[config.mk]
export PLATFORM = sky130hd
export DESIGN_NAME = uart_loopback_bist
export DESIGN_NICKNAME = d
export VERILOG_FILES = /design/src/rtl/uart_loopback_bist.sv
export SDC_FILE = /design/constraint.sdc
export NUM_CORES = 1
export LEC_CHECK = 0
export ABC_CLOCK_PERIOD_IN_PS = 4500
export CAP_MARGIN = 20
export CORE_ASPECT_RATIO = 1.1
export CORE_MARGIN = 2
export CORE_UTILIZATION = 52
export DETAILED_ROUTE_END_ITERATION = 12
export GPL_ROUTABILITY_DRIVEN = 0
export PLACE_DENSITY = 0.88
export REMOVE_ABC_BUFFERS = 1
export SKIP_LAST_GASP = 1
export SLEW_MARGIN = 5
export SYNTH_ARGS = -nofsm -noshare
export SYNTH_HDL_FRONTEND = slang
export SYNTH_SLANG_ARGS = --single-unit
[constraint.sdc]
create_clock -name clk_i -period 4.5 [get_ports clk_i]
set_clock_uncertainty 0.2 [all_clocks]
set_input_delay 0.9 -clock clk_i [delete_from_list [all_inputs] [get_ports clk_i]]
set_output_delay 0.9 -clock clk_i [all_outputs]
set_load 0.01 [all_outputs]
[src/rtl/uart_loopback_bist.sv]
// Loopback self-test for uart_top: configures baud and enables, streams an LFSR byte
// pattern into TX in bursts no deeper than the TX FIFO, and checks each byte popped from RX.
`ifndef UART_UART_CFG_ADDR
`define UART_UART_CFG_ADDR    5'h00
`endif
`ifndef UART_UART_STATUS_ADDR
`define UART_UART_STATUS_ADDR 5'h04
`endif
`ifndef UART_TX_DATA_ADDR
`define UART_TX_DATA_ADDR     5'h08
`endif
`ifndef UART_RX_DATA_ADDR
`define UART_RX_DATA_ADDR     5'h0C
`endif
`ifndef UART_BAUD_CFG_ADDR
`define UART_BAUD_CFG_ADDR    5'h10
`endif

module uart_loopback_bist #(
    parameter int unsigned NUM_BYTES = 24,
    parameter int unsigned BURST     = 4,
    parameter int unsigned BAUD_DIV  = 8,
    parameter logic [7:0]  SEED      = 8'hA5,
    parameter int unsigned TIMEOUT   = 65535
) (
    input  logic        clk_i,
    input  logic        reset_i,
    input  logic        start_i,
    output logic        reg_we_o,
    output logic [4:0]  reg_waddr_o,
    output logic [31:0] reg_wdata_o,
    output logic [4:0]  reg_raddr_o,
    input  logic [31:0] reg_rdata_i,
    output logic        busy_o,
    output logic        done_o,
    output logic        pass_o,
    output logic        timeout_o,
    output logic [7:0]  err_cnt_o,
    output logic [8:0]  byte_cnt_o,
    output logic [7:0]  first_exp_o,
    output logic [7:0]  first_got_o
);
    localparam int unsigned TW = $clog2(TIMEOUT + 1);
    localparam logic [TW-1:0] TMO_LIMIT = TW'(TIMEOUT);
    localparam logic [8:0]    NB        = 9'(NUM_BYTES);
    localparam logic [8:0]    BL        = 9'(BURST);

    typedef enum logic [2:0] {
        S_IDLE,
        S_CFG_BAUD,
        S_CFG_EN,
        S_WR,
        S_POLL,
        S_RD,
        S_DONE
    } state_t;

    state_t          state_q, state_d;
    logic [7:0]      tx_lfsr_q, tx_lfsr_d;
    logic [7:0]      rx_lfsr_q, rx_lfsr_d;
    logic [8:0]      wr_cnt_q, wr_cnt_d;
    logic [8:0]      rd_cnt_q, rd_cnt_d;
    logic [TW-1:0]   tmo_cnt_q, tmo_cnt_d;
    logic [7:0]      err_cnt_q, err_cnt_d;
    logic [7:0]      first_exp_q, first_exp_d;
    logic [7:0]      first_got_q, first_got_d;
    logic            timeout_q, timeout_d;
    logic [8:0]      wr_nxt;
    logic [8:0]      rd_nxt;
    logic [TW-1:0]   tmo_nxt;
    logic            rdata_unused;

    function automatic logic [7:0] lfsr_step(input logic [7:0] v);
        return {v[6:0], v[7] ^ v[5] ^ v[4] ^ v[3]};
    endfunction

    assign rdata_unused = ^reg_rdata_i[31:8];

    always_ff @(posedge clk_i or posedge reset_i) begin
        if (reset_i) begin
            state_q     <= S_IDLE;
            tx_lfsr_q   <= 8'h00;
            rx_lfsr_q   <= 8'h00;
            wr_cnt_q    <= 9'd0;
            rd_cnt_q    <= 9'd0;
            tmo_cnt_q   <= '0;
            err_cnt_q   <= 8'd0;
            first_exp_q <= 8'd0;
            first_got_q <= 8'd0;
            timeout_q   <= 1'b0;
        end else begin
            state_q     <= state_d;
            tx_lfsr_q   <= tx_lfsr_d;
            rx_lfsr_q   <= rx_lfsr_d;
            wr_cnt_q    <= wr_cnt_d;
            rd_cnt_q    <= rd_cnt_d;
            tmo_cnt_q   <= tmo_cnt_d;
            err_cnt_q   <= err_cnt_d;
            first_exp_q <= first_exp_d;
            first_got_q <= first_got_d;
            timeout_q   <= timeout_d;
        end
    end

    always_comb begin
        state_d     = state_q;
        tx_lfsr_d   = tx_lfsr_q;
        rx_lfsr_d   = rx_lfsr_q;
        wr_cnt_d    = wr_cnt_q;
        rd_cnt_d    = rd_cnt_q;
        tmo_cnt_d   = tmo_cnt_q;
        err_cnt_d   = err_cnt_q;
        first_exp_d = first_exp_q;
        first_got_d = first_got_q;
        timeout_d   = timeout_q;
        reg_we_o    = 1'b0;
        reg_waddr_o = 5'd0;
        reg_wdata_o = 32'd0;
        reg_raddr_o = `UART_UART_STATUS_ADDR;
        wr_nxt      = wr_cnt_q + 9'd1;
        rd_nxt      = rd_cnt_q + 9'd1;
        tmo_nxt     = tmo_cnt_q + 1'b1;

        case (state_q)
            S_IDLE, S_DONE: begin
                if (start_i) begin
                    state_d     = S_CFG_BAUD;
                    tx_lfsr_d   = SEED;
                    rx_lfsr_d   = SEED;
                    wr_cnt_d    = 9'd0;
                    rd_cnt_d    = 9'd0;
                    tmo_cnt_d   = '0;
                    err_cnt_d   = 8'd0;
                    first_exp_d = 8'd0;
                    first_got_d = 8'd0;
                    timeout_d   = 1'b0;
                end
            end
            S_CFG_BAUD: begin
                reg_we_o    = 1'b1;
                reg_waddr_o = `UART_BAUD_CFG_ADDR;
                reg_wdata_o = 32'(BAUD_DIV);
                state_d     = S_CFG_EN;
            end
            S_CFG_EN: begin
                reg_we_o    = 1'b1;
                reg_waddr_o = `UART_UART_CFG_ADDR;
                reg_wdata_o = 32'h5;
                state_d     = S_WR;
            end
            S_WR: begin
                reg_we_o    = 1'b1;
                reg_waddr_o = `UART_TX_DATA_ADDR;
                reg_wdata_o = {24'h0, tx_lfsr_q};
                tx_lfsr_d   = lfsr_step(tx_lfsr_q);
                wr_cnt_d    = wr_nxt;
                // WR is only entered with nothing outstanding, so wr-rd is the burst length so far
                if ((wr_nxt - rd_cnt_q) == BL || wr_nxt == NB) begin
                    state_d = S_POLL;
                end
            end
            S_POLL: begin
                tmo_cnt_d = tmo_nxt;
                if (reg_rdata_i[0]) begin
                    state_d = S_RD;
                end else if (tmo_nxt == TMO_LIMIT) begin
                    timeout_d = 1'b1;
                    state_d   = S_DONE;
                end
            end
            S_RD: begin
                reg_raddr_o = `UART_RX_DATA_ADDR;
                rx_lfsr_d   = lfsr_step(rx_lfsr_q);
                rd_cnt_d    = rd_nxt;
                tmo_cnt_d   = '0;
                if (reg_rdata_i[7:0] != rx_lfsr_q) begin
                    // err_cnt saturates, so zero reliably marks "no mismatch captured yet"
                    if (err_cnt_q == 8'd0) begin
                        first_exp_d = rx_lfsr_q;
                        first_got_d = reg_rdata_i[7:0];
                    end
                    if (err_cnt_q != 8'hFF) begin
                        err_cnt_d = err_cnt_q + 8'd1;
                    end
                end
                if (rd_nxt == NB) begin
                    state_d = S_DONE;
                end else if (rd_nxt == wr_cnt_q) begin
                    state_d = S_WR;
                end else begin
                    state_d = S_POLL;
                end
            end
            default: state_d = S_IDLE;
        endcase
    end

    assign busy_o      = (state_q == S_CFG_BAUD) || (state_q == S_CFG_EN) || (state_q == S_WR) ||
                         (state_q == S_POLL) || (state_q == S_RD);
    assign done_o      = (state_q == S_DONE);
    assign pass_o      = (state_q == S_DONE) && (err_cnt_q == 8'd0) && !timeout_q;
    assign timeout_o   = timeout_q;
    assign err_cnt_o   = err_cnt_q;
    assign byte_cnt_o  = rd_cnt_q;
    assign first_exp_o = first_exp_q;
    assign first_got_o = first_got_q;

endmodule
Word-level counts from Yosys, hierarchy flattened. Index checks and enable logic that the tools add are counted. Widths: inputs -> output; s select.

Equal/unequal tests: 21. Bitwise operators: 6. Add/subtract/negate cells: 5. Reductions and logical operators: 23. Muxes and demuxes: 33.

Operator list (count): $pmux 8 s2 (5); $mux 8 (8); $pmux 16 s3 (1); $pmux 9 s2 (2); $pmux 8 s3 (1); $add 9x1->9 const B (2); $eq 9x5->1 const B (2); $mux 3 (6); $pmux 3 s6 (1); $add 16x1->16 const B (1); $eq 16x16->1 const B (1); $mux 16 (1); $ne 2x2->1 const B (7); $reduce_and 4->1 (3); $pmux 5 s2 (1); $eq 3x3->1 const B (3); $eq 9x3->1 const B (1); $eq 9x9->1 (1); $mux 9 (1); $sub 9x9->9 (1); $add 8x1->8 const B (1); $logic_not 8->1 (1); $ne 8x8->1 (1); $ne 8x8->1 const B (1); other kinds (17) (35).

Register bits after elaboration: 78. Input port bits: 35.

Longest topological paths before layout.
Depth after elaboration: 6. Gate-level depth with buffers: 12. Gate-level depth less buffers: 12.

Least setup slack after synthesis. OpenSTA, ideal clock, no wires.

Path type: reg-to-reg. Start: reg wr_cnt_q[0]. End: reg state_q[2]. Cell stages (with the launch flop): 13. Arrival: 2.926 ns. Path slack: 1.270 ns. Data required time: 4.196 ns. Buffers on the path: 0. Cells stage by stage: dfrtp_1 > ha_1 > nand3_1 > or2_2 > xnor2_1 > ha_1 > nor2b_1 > or3_1 > a21oi_1 > o311ai_0 > a2111oi_0 > nor2_1 > o311ai_1.

Cells in the longest elaborated chain, start to end: 6. Elaborated cells between the ends (all ways): 11. Those cells by class: add/sub (2); eq/ne (4); mux (3); reduce/logical (2).

Ends and longest elaborated chain: from (decl) (line 61) `logic [8:0] wr_cnt_q, wr_cnt_d;`; from (signal assigned) (line 95) `wr_cnt_q <= wr_cnt_d;`; $add 9x1->9 (line 120) `wr_nxt = wr_cnt_q + 9'd1;`; $sub 9x9->9 (line 158) `if ((wr_nxt - rd_cnt_q) == BL || wr_nxt == NB) begin`; $eq 9x3->1 (line 158); $logic_or 1x1->1 (line 158); $ne 2x2->1 (no line); $reduce_and 3->1 (no line); to (signal assigned) (line 92) `state_q <= state_d;`; to (decl) (line 58) `state_t state_q, state_d;`.

Several ways; a longest one is shown, not always the timed one. A chain may end at the register's enable or synchronous reset.

Worst setup path after layout.
Start: reg err_cnt_q[0], in the netlist err_cnt_o[0]. End: out pass_o.

Cells in the longest elaborated chain, start to end: 3.

Ends and longest elaborated chain: from (decl) (line 64) `logic [7:0] err_cnt_q, err_cnt_d;`; from (signal assigned) (line 98) `err_cnt_q <= err_cnt_d;`; $logic_not 8->1 (line 201) `assign pass_o = (state_q == S_DONE) && (err_cnt_q == 8'd0) && !timeout_q;`; $logic_and 1x1->1 (2 in a row) (line 201); to (decl) (line 36) `output logic pass_o,`.

Every way passes these cells.

==> results by group <==
Run status
  • Status: completed

Critical path
  • Critical Path Source Type: register
  • R2R cell count: 12
  • R2R setup slack: 0.76 ns
  • FF-to-FF Start: wr_cnt_q[0]$_DFFE_PP0P_
  • CP Data Arrival Time: 2.98 ns
  • Critical path required time: 3.40 ns
  • Setup Crit Path Kind: reg -> out
  • RR Endpoint: state_q[2]$_DFFE_PP0P_
  • Crit end category: output pin
  • Crit Path Max Fanout: 4

Worst hold path
  • Hold Crit Start: tx_lfsr_q[6]$_DFFE_PP0P_
  • WHS Endpoint: tx_lfsr_q[6]$_DFFE_PP0P_
  • Hold Crit Class: reg -> reg
  • Hold path cells: 1

Layout
  • Antenna cells: 0
  • Fill count: 813
  • Fin util: between 60% and 70%
  • Layout area overhead: 13.9%
  • Final instance area: between 6000 and 7000 um^2
  • Share of layout cells above drive strength 1: 5.96%
  • Nets@finish: 720

CTS
  • Hold_buf cts: 0
  • TritonCTS buffer count: 9
  • Worst-path clk slew: 0.08 ns
  • CTS tree: done
  • PostCTS Resize Cnt: 0
  • CTS Root Cell: clkbuf_8
  • Clock Sinks: 78
  • # Post-CTS Setup Buffers: 0
  • Clk buf depth: 2
  • H-Tree Depth: 3
  • Clk_lat worst skew: 0.37 ns

Place
  • Post-DP HPWL: 9250 um
  • IO Port Bufs: 59
  • Placed Area: slightly below 6000 um^2

STA
  • Setup violators final: 0
  • Worst Max-Slew Pin Slew: 0.722 ns
  • Final period util: 90.6%
  • TNS Setup: 0 ns
  • Worst slew margin: 51.4%
  • Max-slew violation count: 0
  • Min Tclk post-route: a little over 4 ns
  • RSZ-0062 raised after global routing: false
  • Final hold vios: 0
  • Hold_ws: 0.285 ns
  • Fmax: 245 MHz

Global routing
  • Number of global-route vias before repair: roughly 4400
  • Largest net degree at the start of global routing: 31
  • Met1 Track Usage GR: between 20 and 30%
  • Met2 Use GR: about two fifths
  • GRT Util Overall: 23.7%
  • Met3 Use GR: between 5 and 6%
  • GR Overflow Total: 0
  • Global route hottest layer: met2
  • First-pass GRT wire length: 20700 um
  • Initial antenna violation count: 0

Run
  • MaxCap Viol Count: 0

Synthesis
  • Yosys reg bits: 78
  • Most used flip-flop cell after synthesis: dfrtp_1
  • Synth Area per Inst: 8.46 um^2
  • Post-Synthesis Cells: ~630
  • Share of flip-flops with an asynchronous set or reset: 100%
  • Mapped Area: 5290 um^2
  • Post-synth EDFFs: 0
  • Synth Warn #: 0
  • Register area share after synthesis: 36.9%
  • Post-synth cell types: 62

Route
  • DR pass1 iterations: 6
  • DR vias/cell: about 6.0
  • Initial drt markers: around 310
  • Wire per inst: between 15 and 20 um
  • ANT nets after route: 0
  • DRC: 0
  • WL final: 12900 um
  • Via total after detailed routing: about 4800

Pwr
  • Final Power: 2.23 mW
  • Leak Pwr: 2.56 nW
  • Pwr dens: 370 nW/um^2
  • Worst IR Drop VDD: 0.236 mV

Die
  • Top Ports: 115
  • Die Wd: between 100 and 150 um
  • Rows: 38
  • Die Ht: 110 um
  • Core area: slightly below 10000 um^2
  • Initial core utilization: 53.5%
  • Die ar.: 11000 um^2
-- final cells by class --
cell class	count	area, um^2	area share, %
Timing Repair Buffer	66	643	10.7
Clock inverter	6	86.3	1.43
Clock buffer	9	124	2.06
Inverter	30	113	1.87
Multi-Input combinational cell	482	2950	49.1
Sequential cell	78	1950	32.4
Tap cell	120	150	2.49
-- kinds of logic after synthesis --
family / after synthesis / share of synthesized area [%]
adders and majority gates: 18 / 4.40
xor gates and xnor gates: 45 / 7.71
DFF: 78 / 36.9
and+or+nand+nor: 217 / 21.3
other: 2 / 0.142
AOI/OAI and AO/OA: 169 / 19.9
muxes: 2 / 0.379
buffers and inverters: 94 / 9.30
-- layer usage --
metal,share of wire (%),up-vias
li1,-,2242
met1,41,2293
met2,49,191
met3,6.7,37
met4,2.9,0
met5,0,-
-- synth_stat cells (8+ instances only) --
cell type / number / area share, %
dfrtp_1: 78 / 37
o21ai_0: 67 / 6.3
nand2_1: 65 / 4.6
nor2_1: 44 / 3.1
buf_4: 33 / 4.7
inv_1: 29 / 2.1
a21oi_1: 25 / 2.4
xnor2_1: 24 / 4.0
xor2_1: 20 / 3.3
nand3_1: 19 / 1.8
clkbuf_1: 17 / 1.2
ha_1: 17 / 4.0
nand4_1: 13 / 1.5
buf_2: 12 / 1.1
a31oi_1: 11 / 1.3
and3_1: 11 / 1.3
nor3_1: 11 / 1.0
a22o_1: 10 / 1.7
and2_1: 10 / 1.2
o22ai_1: 9 / 1.1
o31ai_1: 9 / 1.3
nor4_1: 8 / 0.95
-- critical path: stages, from the launching register on --
cell and delay [ns]:
dfrtp_1 0.42, inv_1 0.10, ha_1 0.15, or4b_2 0.57
nor4_1 0.57, and3_1 0.26, clkdlybuf4s50_1 0.54
-- state kept, by name, indices dropped and copies added, names as in the netlist --
name         flops
tmo_cnt_q       16
byte_cnt_o       9
wr_cnt_q         9
err_cnt_o        8
first_exp_o      8
first_got_o      8
rx_lfsr_q        8
tx_lfsr_q        8
state_q          3
timeout_o        1
-- per-stage QoR --
stage                     worst slack (ns)  instances
after global placement               0.834        776
after detailed placement             0.824        776
final                                0.425        791
after CTS                            0.422        791
after floorplan                       1.28        590
after global routing                 0.241        791
-- worst max-delay path by stage --
stage | from | endpoint | slack [ns] | depth (start not counted)
2_1_floorplan | wr_cnt_q[0]$_DFFE_PP0P_ | state_q[2]$_DFFE_PP0P_ | 1.28 | 12
3_3_place_gp | err_cnt_o[0]$_DFFE_PP0P_ | pass_o | 0.83 | 6
3_5_place_dp | err_cnt_o[0]$_DFFE_PP0P_ | pass_o | 0.82 | 6
4_1_cts | err_cnt_o[0]$_DFFE_PP0P_ | pass_o | 0.42 | 6
5_1_grt | err_cnt_o[0]$_DFFE_PP0P_ | pass_o | 0.24 | 6
6_report | err_cnt_o[0]$_DFFE_PP0P_ | pass_o | 0.42 | 6
-- where the power goes --
group	switching, mW	internal [mW]	leakage (nW)
sequential	0.0973	0.774	1.05
combinational	0.454	0.322	1.41
clock	0.270	0.309	0.105
-- cell usage in the layout (no fill, tap or decap), types with 11 or more instances in the layout --
cell type / n
conb_1: 31
dfrtp_1: 78
nor3_1: 11
and3_1: 11
o21ai_0: 67
xnor2_1: 24
inv_1: 28
a31oi_1: 11
nand4_1: 13
nand3_1: 19
xor2_1: 20
clkdlybuf4s50_1: 59
a21oi_1: 25
ha_1: 17
nor2_1: 44
nand2_1: 65
Power figures use the tool's default switching activity.
